### src/rtl/hazard_pkg.sv
// Shared types and constants for the hazard detection / forwarding unit.
package hazard_pkg;

  typedef enum logic [1:0] {
    FWD_RF  = 2'b00,
    FWD_WB  = 2'b01,
    FWD_MEM = 2'b10
  } fwd_sel_t;

  localparam logic [1:0]  RESULT_LOAD = 2'b01;
  localparam logic [31:0] REG_ZERO    = '0;

endpackage

### src/rtl/hazard_unit_sat_counter.sv
// Saturating up-counter with synchronous clear, used for pipeline event statistics.
module sat_counter #(
  parameter int W = 16
) (
  input  logic         clk,
  input  logic         reset,
  input  logic         inc,
  input  logic         clr,
  output logic [W-1:0] count
);

  // Clear wins over increment; the count sticks at all-ones instead of wrapping.
  always_ff @(posedge clk or negedge reset) begin
    if (!reset) begin
      count <= '0;
    end else if (clr) begin
      count <= '0;
    end else if (inc && (count != {W{1'b1}})) begin
      count <= count + W'(1);
    end
  end

endmodule

### src/rtl/hazard_unit.sv
// Hazard detection and forwarding unit for the 5-stage RISC-V pipeline.
// Tracks its own copy of E/M/W destination info so it only needs decode inputs.
module hazard_unit
  import hazard_pkg::*;
#(
  parameter int CNT_W = 16,
  parameter int REG_W = 5
) (
  input  logic             clk,
  input  logic             reset,
  input  logic [REG_W-1:0] Rs1_D,
  input  logic [REG_W-1:0] Rs2_D,
  input  logic [REG_W-1:0] Rd_D,
  input  logic             RegWrite_D,
  input  logic [1:0]       ResultSrc_D,
  input  logic             PCSrc_E,
  input  logic             cnt_clr,
  output logic             Stall_F,
  output logic             Stall_D,
  output logic             Flush_D,
  output logic             Flush_E,
  output logic [1:0]       ForwardA_E,
  output logic [1:0]       ForwardB_E,
  output logic [CNT_W-1:0] stall_cnt,
  output logic [CNT_W-1:0] flush_cnt
);

  localparam logic [REG_W-1:0] ZERO_IDX = REG_ZERO[REG_W-1:0];

  logic [REG_W-1:0] rs1_e, rs2_e, rd_e, rd_m, rd_w;
  logic             reg_write_e, reg_write_m, reg_write_w;
  logic [1:0]       result_src_e;
  logic             lw_stall;
  fwd_sel_t         fwd_a, fwd_b;

  // A load in execute whose destination is read by decode must hold decode one cycle.
  always_comb begin
    lw_stall = (result_src_e == RESULT_LOAD) && (rd_e != ZERO_IDX) &&
               ((Rs1_D == rd_e) || (Rs2_D == rd_e));
  end

  assign Stall_F = lw_stall & ~PCSrc_E;
  assign Stall_D = lw_stall & ~PCSrc_E;
  assign Flush_D = PCSrc_E;
  assign Flush_E = lw_stall | PCSrc_E;

  // Operand bypass select: memory stage holds the newer value, so it wins over writeback.
  always_comb begin
    fwd_a = FWD_RF;
    fwd_b = FWD_RF;
    if (reg_write_m && (rd_m != ZERO_IDX) && (rs1_e == rd_m)) begin
      fwd_a = FWD_MEM;
    end else if (reg_write_w && (rd_w != ZERO_IDX) && (rs1_e == rd_w)) begin
      fwd_a = FWD_WB;
    end
    if (reg_write_m && (rd_m != ZERO_IDX) && (rs2_e == rd_m)) begin
      fwd_b = FWD_MEM;
    end else if (reg_write_w && (rd_w != ZERO_IDX) && (rs2_e == rd_w)) begin
      fwd_b = FWD_WB;
    end
  end

  assign ForwardA_E = fwd_a;
  assign ForwardB_E = fwd_b;

  // Shadow pipeline: a flush drops a bubble into E; M and W always advance.
  always_ff @(posedge clk or negedge reset) begin
    if (!reset) begin
      rs1_e        <= '0;
      rs2_e        <= '0;
      rd_e         <= '0;
      reg_write_e  <= 1'b0;
      result_src_e <= '0;
      rd_m         <= '0;
      reg_write_m  <= 1'b0;
      rd_w         <= '0;
      reg_write_w  <= 1'b0;
    end else begin
      if (Flush_E) begin
        rs1_e        <= '0;
        rs2_e        <= '0;
        rd_e         <= '0;
        reg_write_e  <= 1'b0;
        result_src_e <= '0;
      end else begin
        rs1_e        <= Rs1_D;
        rs2_e        <= Rs2_D;
        rd_e         <= Rd_D;
        reg_write_e  <= RegWrite_D;
        result_src_e <= ResultSrc_D;
      end
      rd_m        <= rd_e;
      reg_write_m <= reg_write_e;
      rd_w        <= rd_m;
      reg_write_w <= reg_write_m;
    end
  end

  sat_counter #(.W(CNT_W)) u_stall_cnt (
    .clk   (clk),
    .reset (reset),
    .inc   (Stall_D),
    .clr   (cnt_clr),
    .count (stall_cnt)
  );

  sat_counter #(.W(CNT_W)) u_flush_cnt (
    .clk   (clk),
    .reset (reset),
    .inc   (PCSrc_E),
    .clr   (cnt_clr),
    .count (flush_cnt)
  );

endmodule

### config.mk
export PLATFORM = sky130hd
export DESIGN_NAME = hazard_unit
export DESIGN_NICKNAME = d
export VERILOG_FILES = /design/src/rtl/hazard_pkg.sv /design/src/rtl/hazard_unit_sat_counter.sv /design/src/rtl/hazard_unit.sv
export SDC_FILE = /design/constraint.sdc
export NUM_CORES = 1
export LEC_CHECK = 0
export BUFFER_PORTS_ARGS = -buffer_cell sky130_fd_sc_hd__buf_2
export CAP_MARGIN = 10
export CORE_UTILIZATION = 33
export DETAILED_ROUTE_END_ITERATION = 8
export GPL_ROUTABILITY_DRIVEN = 0
export GPL_TIMING_DRIVEN = 0
export PLACE_DENSITY_LB_ADDON = 0.12
export SLEW_MARGIN = 30
export SYNTH_ARGS = -nofsm -noshare
export SYNTH_HDL_FRONTEND = slang
export SYNTH_SLANG_ARGS = --single-unit
### constraint.sdc
create_clock -name clk -period 1.75 [get_ports clk]
set_input_delay 0.175 -clock clk [delete_from_list [all_inputs] [get_ports clk]]
set_output_delay 0.175 -clock clk [all_outputs]
set_load 0.005 [all_outputs]
==> results of run 1 <==
-- power by group through the flow --
| stage | clock (W) | combinational, W | sequential [W] |
|---|---|---|---|
| 5_1_grt | 0.00135 | 0.000451 | 0.00153 |
| 6_report | 0.00125 | 0.000412 | 0.00152 |
| 3_5_place_dp | 0 | 0.000247 | 0.00155 |
| 3_3_place_gp | 0 | 0.000240 | 0.00155 |
| 4_1_cts | 0.00128 | 0.000351 | 0.00152 |
| 2_1_floorplan | 0 | 0.000138 | 0.00154 |
-- flip-flops by register name, indices dropped and copies added, names as in the netlist --
register / cells
u_flush_cnt.count: 16
rd_m: 5
u_stall_cnt.count: 16
rd_e: 5
result_src_e: 2
rs2_e: 5
reg_write_w: 1
rd_w: 5
reg_write_e: 1
rs1_e: 5
reg_write_m: 1
-- synth_stat cells, drive strengths merged, types with 6 or more instances --
cell,count
dfrtp,62
xnor2,27
nor2,25
and2,21
nand3,20
a21oi,15
nand2,15
xor2,15
or4,14
nor3,8
o21ai,8
nor4,7
o31ai,7
a211oi,6
clkbuf,6
inv,6
-- layer usage --
| metal | wire length (um) | part of all wire | vias to the layer above |
|---|---|---|---|
| met5 | 0 | 0 | - |
| met4 | 184 | 0.022 | 0 |
| met3 | 235 | 0.028 | 15 |
| met2 | 4085 | 0.49 | 54 |
| met1 | 3826 | 0.46 | 1322 |
| li1 | - | - | 1307 |
-- cell type report --
cell class,instances,share of cell area
Buffer,10,0.01847
Clock buffer,13,0.03303
Clock inverter,1,0.006242
Inverter,6,0.004681
Multi-Input combinational cell,228,0.4192
Sequential cell,62,0.3261
Tap cell,129,0.03355
Timing Repair Buffer,105,0.1586
-- logic make-up after synthesis --
group / count (synthesis)
buffers and inverters: 17
muxes: 7
DFF: 62
and+or+nand+nor: 138
xor gates and xnor gates: 42
AOI/OAI and AO/OA: 39
adders and majority gates: 2
-- through the flow --
step	instance area [um2]	TNS, ns	worst slack, ns
4_1_cts	4431	-4.467	-0.3342
2_1_floorplan	3169	-0.3129	-0.1185
3_3_place_gp	3636	-9.126	-0.4901
3_5_place_dp	3659	-9.026	-0.5015
5_1_grt	4811	-5.723	-0.4427
6_report	4811	-3.643	-0.3380
-- worst max-delay path: stages (launching register included) --
cell and delay, ns:
dfrtp_1 0.38, buf_6 0.12, xor2_1 0.13, or4_4 0.53, nor4_4 0.27, buf_2 0.15
-- repair_timing --
action | 4_1_cts | 5_1_grt
endpoints found under the hold margin | 27 | 0
gates resized for setup | 77 | 61
buffers inserted | 24 | 17
gates cloned | 2 | 0
hold buffers | 1 | 0
setup endpoints to repair | 55 | 33
pin swaps | 48 | 23
-- worst paths after layout --
path | to | start
worst max-delay path | ForwardA_E[0] | rd_w[2]
worst min-delay path | result_src_e[1] | ResultSrc_D[1]
worst max register to register | u_stall_cnt.count[9] | rd_e[4]
worst min register to register | reg_write_m | reg_write_e
max in group asynchronous | u_flush_cnt.count[0] | reset
min in group asynchronous | rd_m[3] | reset
==> flow_metrics.tcl, run 1 <==
set metrics [dict create \
    met2_usage 0.2775 \
    antenna_found_initial 0 \
    antenna-diode-count 0 \
    worstSetupPathType "flop to output pin" \
    syn_to_final_growth_pct 52.40 \
    combPwrFrac 0.129 \
    track_usage 0.1760 \
    synth_seq_cells 62 \
    clock.fmax_mhz 478.9 \
    slew_violations 0 \
    nets 446 \
    power_frac_seq 0.478 \
    worstPathArrival_ns 1.91 \
    seqCellArea_um2 1569 \
    drive_gt1_frac 0.5153 \
    clock-sinks 62 \
    violations "setup timing" \
    synth_ff_type "dfrtp_1" \
    p_sw_frac 0.2447 \
    p_clk_frac 0.393 \
    die_y_um 99.81 \
    worst_pin_slew_ns 0.5904 \
    hold_path.class "input pin to flop" \
    gr-usage-met3 0.03552 \
    power.density_nw_per_um2 662.6 \
    dieArea_um2 9961 \
    synthSimpleGateAreaFrac 0.2525 \
    clock_skew_ns 0.01048 \
    layout_min_cycle_time_ns 2.088 \
    grt_pass1_vias 2700 \
    synth_adder_area_share 0.007927 \
    start_util 0.3416 \
    finalSetupViolCount 23 \
    ys_seq_area_frac 0.4915 \
    ys_top_cells_by_area "dfrtp_1 49%, xnor2_1 7.5%, and2_1 4.2%" \
    layout_common_cells "59 x buf_2, 48 x dfrtp_1, 28 x buf_4, 22 x nor2_1, 20 x and2_1" \
    ys_types 41 \
    netlist_area_um2 3157 \
    vdd_ir_drop_max_mv 0.3795 \
    finalNonFillerCells 554 \
    finalPower_w 0.003188 \
    post_drt_wl_per_cell_um 15.04 \
    start_kind "flop" \
    core_um2 9240 \
    status "finished with violations" \
    use_met1 0.2313 \
    slew_headroom 0.6064 \
    leakagePower_nw 2.150 \
    ff2ff_setup_slack_ns -0.24 \
    hold_ws_ns 0.03524 \
    synthCells 307 \
    yosysTopAreaCell "dfrtp_1" \
    netlist.area_leader.share 0.4915 \
    clock_latency_ns 0.34 \
    yosys_warnings 0 \
    maxCapViolCount 0 \
    postRouteAntennaNets 0 \
    drt_iter0_drc 67 \
    grt_pass1_wl_mm 13.49 \
    crit_fanout 2 \
    grt_start_max_net_pins 36 \
    finalHoldViolCount 0 \
    critical_path_required_ns 1.57 \
    synth_area_per_cell_um2 10.28 \
    end_kind "output pin" \
    synth-edff-count 0 \
    multi_input_area_um2 2017 \
    layout_commonest_cell "buf_2" \
    intPower_w 0.002408 \
    synth_xor_area_frac 0.1165 \
    grt-ovfl-total 0 \
    routed_wl_mm 8.332 \
    busiest_layer "met2" \
    n_fill_cell 837 \
    synth_compound_area_frac 0.08165 \
    place_inst 498 \
    cts_tree "yes" \
    r2r_cells 6 \
    grt_setup_unrepaired "true" \
    synth_nets 331 \
    muxShareOfSynthArea 0.02418 \
    root_buffer "clkbuf_8" \
    std_cell_rows 35 \
    p_switching_w 0.0007800 \
    dr.pass1.iters 4 \
    pin_count 62 \
    async_reset_ff_frac 1.000 \
    finalWorstSetupSlack_ns -0.3380 \
    io_buffers 61 \
    synth_top_family_by_area "simple AND/OR/NAND/NOR gates" \
    cts.htree.levels 3 \
    vias 2698 \
    numCtsBuffers 9 \
    cts.clk_slew.worst_paths_ns 0.07 \
    final_util 0.5207 \
    clockBufferDepth 2 \
    place_hpwl_mm 5.430 \
    fp.dieW_um 99.81 \
    drt-vias-per-instance 4.870 \
    hold_depth 2 \
    period_share 1.193 \
    drc 0 \
]
Power figures use the tool's default switching activity.
==> inputs of run 2 (changes only) <==
Settings changed: ABC_AREA set to 1, CORE_UTILIZATION 33 to 35.
==> run 2 against run 1 <==
  * The flow still finishes with violations (setup timing)
  * Synthesized area up 7.4%
  * First-iteration DRC count is 58% higher
  * Cell count increased by 19%
  * Synthesized cell count increased by 43%
  * Critical path depth is 4 higher
  * Routed wire length grew 2.3%
  * Largest cell class unchanged
==> flow_metrics.tcl, run 2 <==
set metrics [dict create \
    finalWorstSetupSlack_ns -0.02784 \
    clock.fmax_mhz 562.5 \
    ys_types 27 \
    worst_pin_slew_ns 0.5007 \
    start_util 0.3635 \
    numCtsBuffers 9 \
    clockBufferDepth 2 \
    hold_ws_ns 0.03122 \
    clock_skew_ns 0.007300 \
    cts.clk_slew.worst_paths_ns 0.07 \
    cts_tree "yes" \
    die_y_um 100.4 \
    syn_to_final_growth_pct 26.75 \
    ys_top_cells_by_area "dfrtp_1 46%, nand2_1 11%, nor2_1 7.4%" \
    end_kind "output pin" \
    netlist_area_um2 3391 \
    drt-vias-per-instance 4.694 \
    preCtsSetupSlack_ns -0.03087 \
    start_kind "flop" \
    vias 3084 \
    synth-edff-count 0 \
    synth_seq_cells 62 \
    vdd_ir_drop_max_mv 0.4195 \
    pin_count 62 \
    synthCells 438 \
    ys_seq_area_frac 0.4576 \
    period_share 1.016 \
    grt_setup_unrepaired "true" \
    grt_pass1_vias 2960 \
    clock-sinks 62 \
    synth_area_per_cell_um2 7.741 \
    post_drt_wl_per_cell_um 12.97 \
    slew_violations 0 \
    netlist.area_leader.share 0.4576 \
    n_fill_cell 969 \
    std_cell_rows 35 \
    layout_common_cells "97 x nand2_1, 65 x nor2_1, 60 x dfrtp_1, 59 x buf_2, 50 x inv_1" \
    async_reset_ff_frac 1.000 \
    hold_path.class "input pin to flop" \
    crit_fanout 6 \
    slew_headroom 0.6662 \
    drc 0 \
    worstSetupPathType "flop to output pin" \
    finalSetupTns_ns -0.02784 \
    yosysTopAreaCell "dfrtp_1" \
    grt_start_max_net_pins 35 \
    clock_latency_ns 0.34 \
    nets 547 \
    layout_min_cycle_time_ns 1.778 \
    fp.dieW_um 100.4 \
    reg.largest.list "u_flush_cnt.count x16, u_stall_cnt.count x16" \
    grt_pass1_wl_mm 14.37 \
    worstPathArrival_ns 1.60 \
    root_buffer "clkbuf_8" \
    layout_commonest_cell "nand2_1" \
    synth_ff_type "dfrtp_1" \
    dieArea_um2 10090 \
    drt_iter0_drc 106 \
    yosys_warnings 0 \
    grt-ovfl-total 0 \
    place_hpwl_mm 6.101 \
    finalHoldViolCount 0 \
    placed_area_um2 3875 \
    critical_path_required_ns 1.57 \
    leakagePower_nw 2.166 \
    violations "setup timing" \
    synth_nets 462 \
    synth_common_cells "98 x nand2_1, 67 x nor2_1, 62 x dfrtp_1" \
    status "finished with violations" \
    postRouteAntennaNets 0 \
    core_um2 9328 \
    finalSetupViolCount 1 \
    drive_gt1_frac 0.2330 \
    antenna-diode-count 0 \
    dr.pass1.iters 4 \
    synth.most_common_cell "nand2_1" \
    maxCapViolCount 0 \
    fin_area_um2 4298 \
    cts.htree.levels 3 \
    antenna_found_initial 0 \
    track_usage 0.1842 \
    routed_wl_mm 8.522 \
    io_buffers 60 \
    power.density_nw_per_um2 715.6 \
]
run 2: cell types whose count changed after synthesis, sizes merged, moves of 12 or more:
| cell | change |
|---|---|
| and2 | -21 |
| nand2 | +88 |
| nor2 | +42 |
| inv | +47 |
| nand3 | +21 |
| or4 | -14 |
| xnor2 | -14 |
| o21ai | +12 |
run 2: what timing repair did:
action | 4_1_cts | 5_1_grt
setup buffers | 8 | 5
cloned | 0 | 1
setup endpoints to repair | 27 | 38
hold buffers | 1 | 0
resized for setup | 9 | 23
hold endpoints to repair | 28 | 0
pin swaps | 7 | 9
run 2: per-layer routing:
layer	global-route usage	vias to the layer above	share of wire	wire length, um
li1	-	1571	-	-
met1	0.2504	1432	0.49	4168
met2	0.2908	70	0.46	3916
met3	0.03900	11	0.037	316
met4	0.06466	0	0.014	121
met5	0	-	0	0
run 2: final timing paths:
path / to / from / cells past startpoint / slack [ns]
max in group asynchronous: u_stall_cnt.count[8] / reset / 3 / 0.93
hold reg to reg: reg_write_m / reg_write_e / 0 / 0.36
min in group asynchronous: rs2_e[1] / reset / 2 / 0.30
hold / removal: rd_e[0] / Rd_D[0] / 3 / 0.03
setup / recovery: Stall_F / rd_e[0] / 9 / -0.03
setup reg to reg: u_stall_cnt.count[8] / rd_e[0] / 12 / 0.02
run 2: power by group:
part | switching, W | internal, W | total, W
registers | 0.0000558 | 0.00149 | 0.00154
clock network | 0.000594 | 0.000558 | 0.00115
logic | 0.000211 | 0.000170 | 0.000382
total | 0.000861 | 0.00221 | 0.00308
run 2: cells by family after synthesis:
| family | share of synthesized area |
|---|---|
| simple gates | 0.3251 |
| buf+inv | 0.08339 |
| xor+xnor | 0.08782 |
| compound gates | 0.03875 |
| fa+ha+maj | 0.007379 |
| flops | 0.4576 |
run 2: layout make-up:
| cell class | instances | area, um2 | share of cell area |
|---|---|---|---|
| plain buffers | 11 | 83.83 | 0.01951 |
| clock buffers | 12 | 145.1 | 0.03377 |
| clock inverters | 4 | 32.53 | 0.007569 |
| inverters | 54 | 202.7 | 0.04716 |
| multi-input cells | 310 | 1648 | 0.3834 |
| flip-flops and latches | 62 | 1554 | 0.3616 |
| well taps | 129 | 161.4 | 0.03755 |
| repair buffers | 75 | 470.5 | 0.1095 |
run 2: stage by stage:
step / power, W / utilization / instances
2_1_floorplan: 0.001746 / - / 438
3_3_place_gp: 0.001877 / 0.4130 / 627
3_5_place_dp: 0.001890 / 0.4154 / 628
4_1_cts: 0.003078 / 0.4463 / 652
5_1_grt: 0.003246 / 0.4608 / 657
6_report: 0.003076 / 0.4608 / 657
run 2: critical path, stage by stage, from the launching register on:
cell and delay (ns):
dfrtp_2 0.44, nor2_1 0.11, nor2_1 0.04, nor2_1 0.11, nand3_1 0.11, nand2_2 0.11
nand3_2 0.07, inv_2 0.09, buf_6 0.10, buf_6 0.08
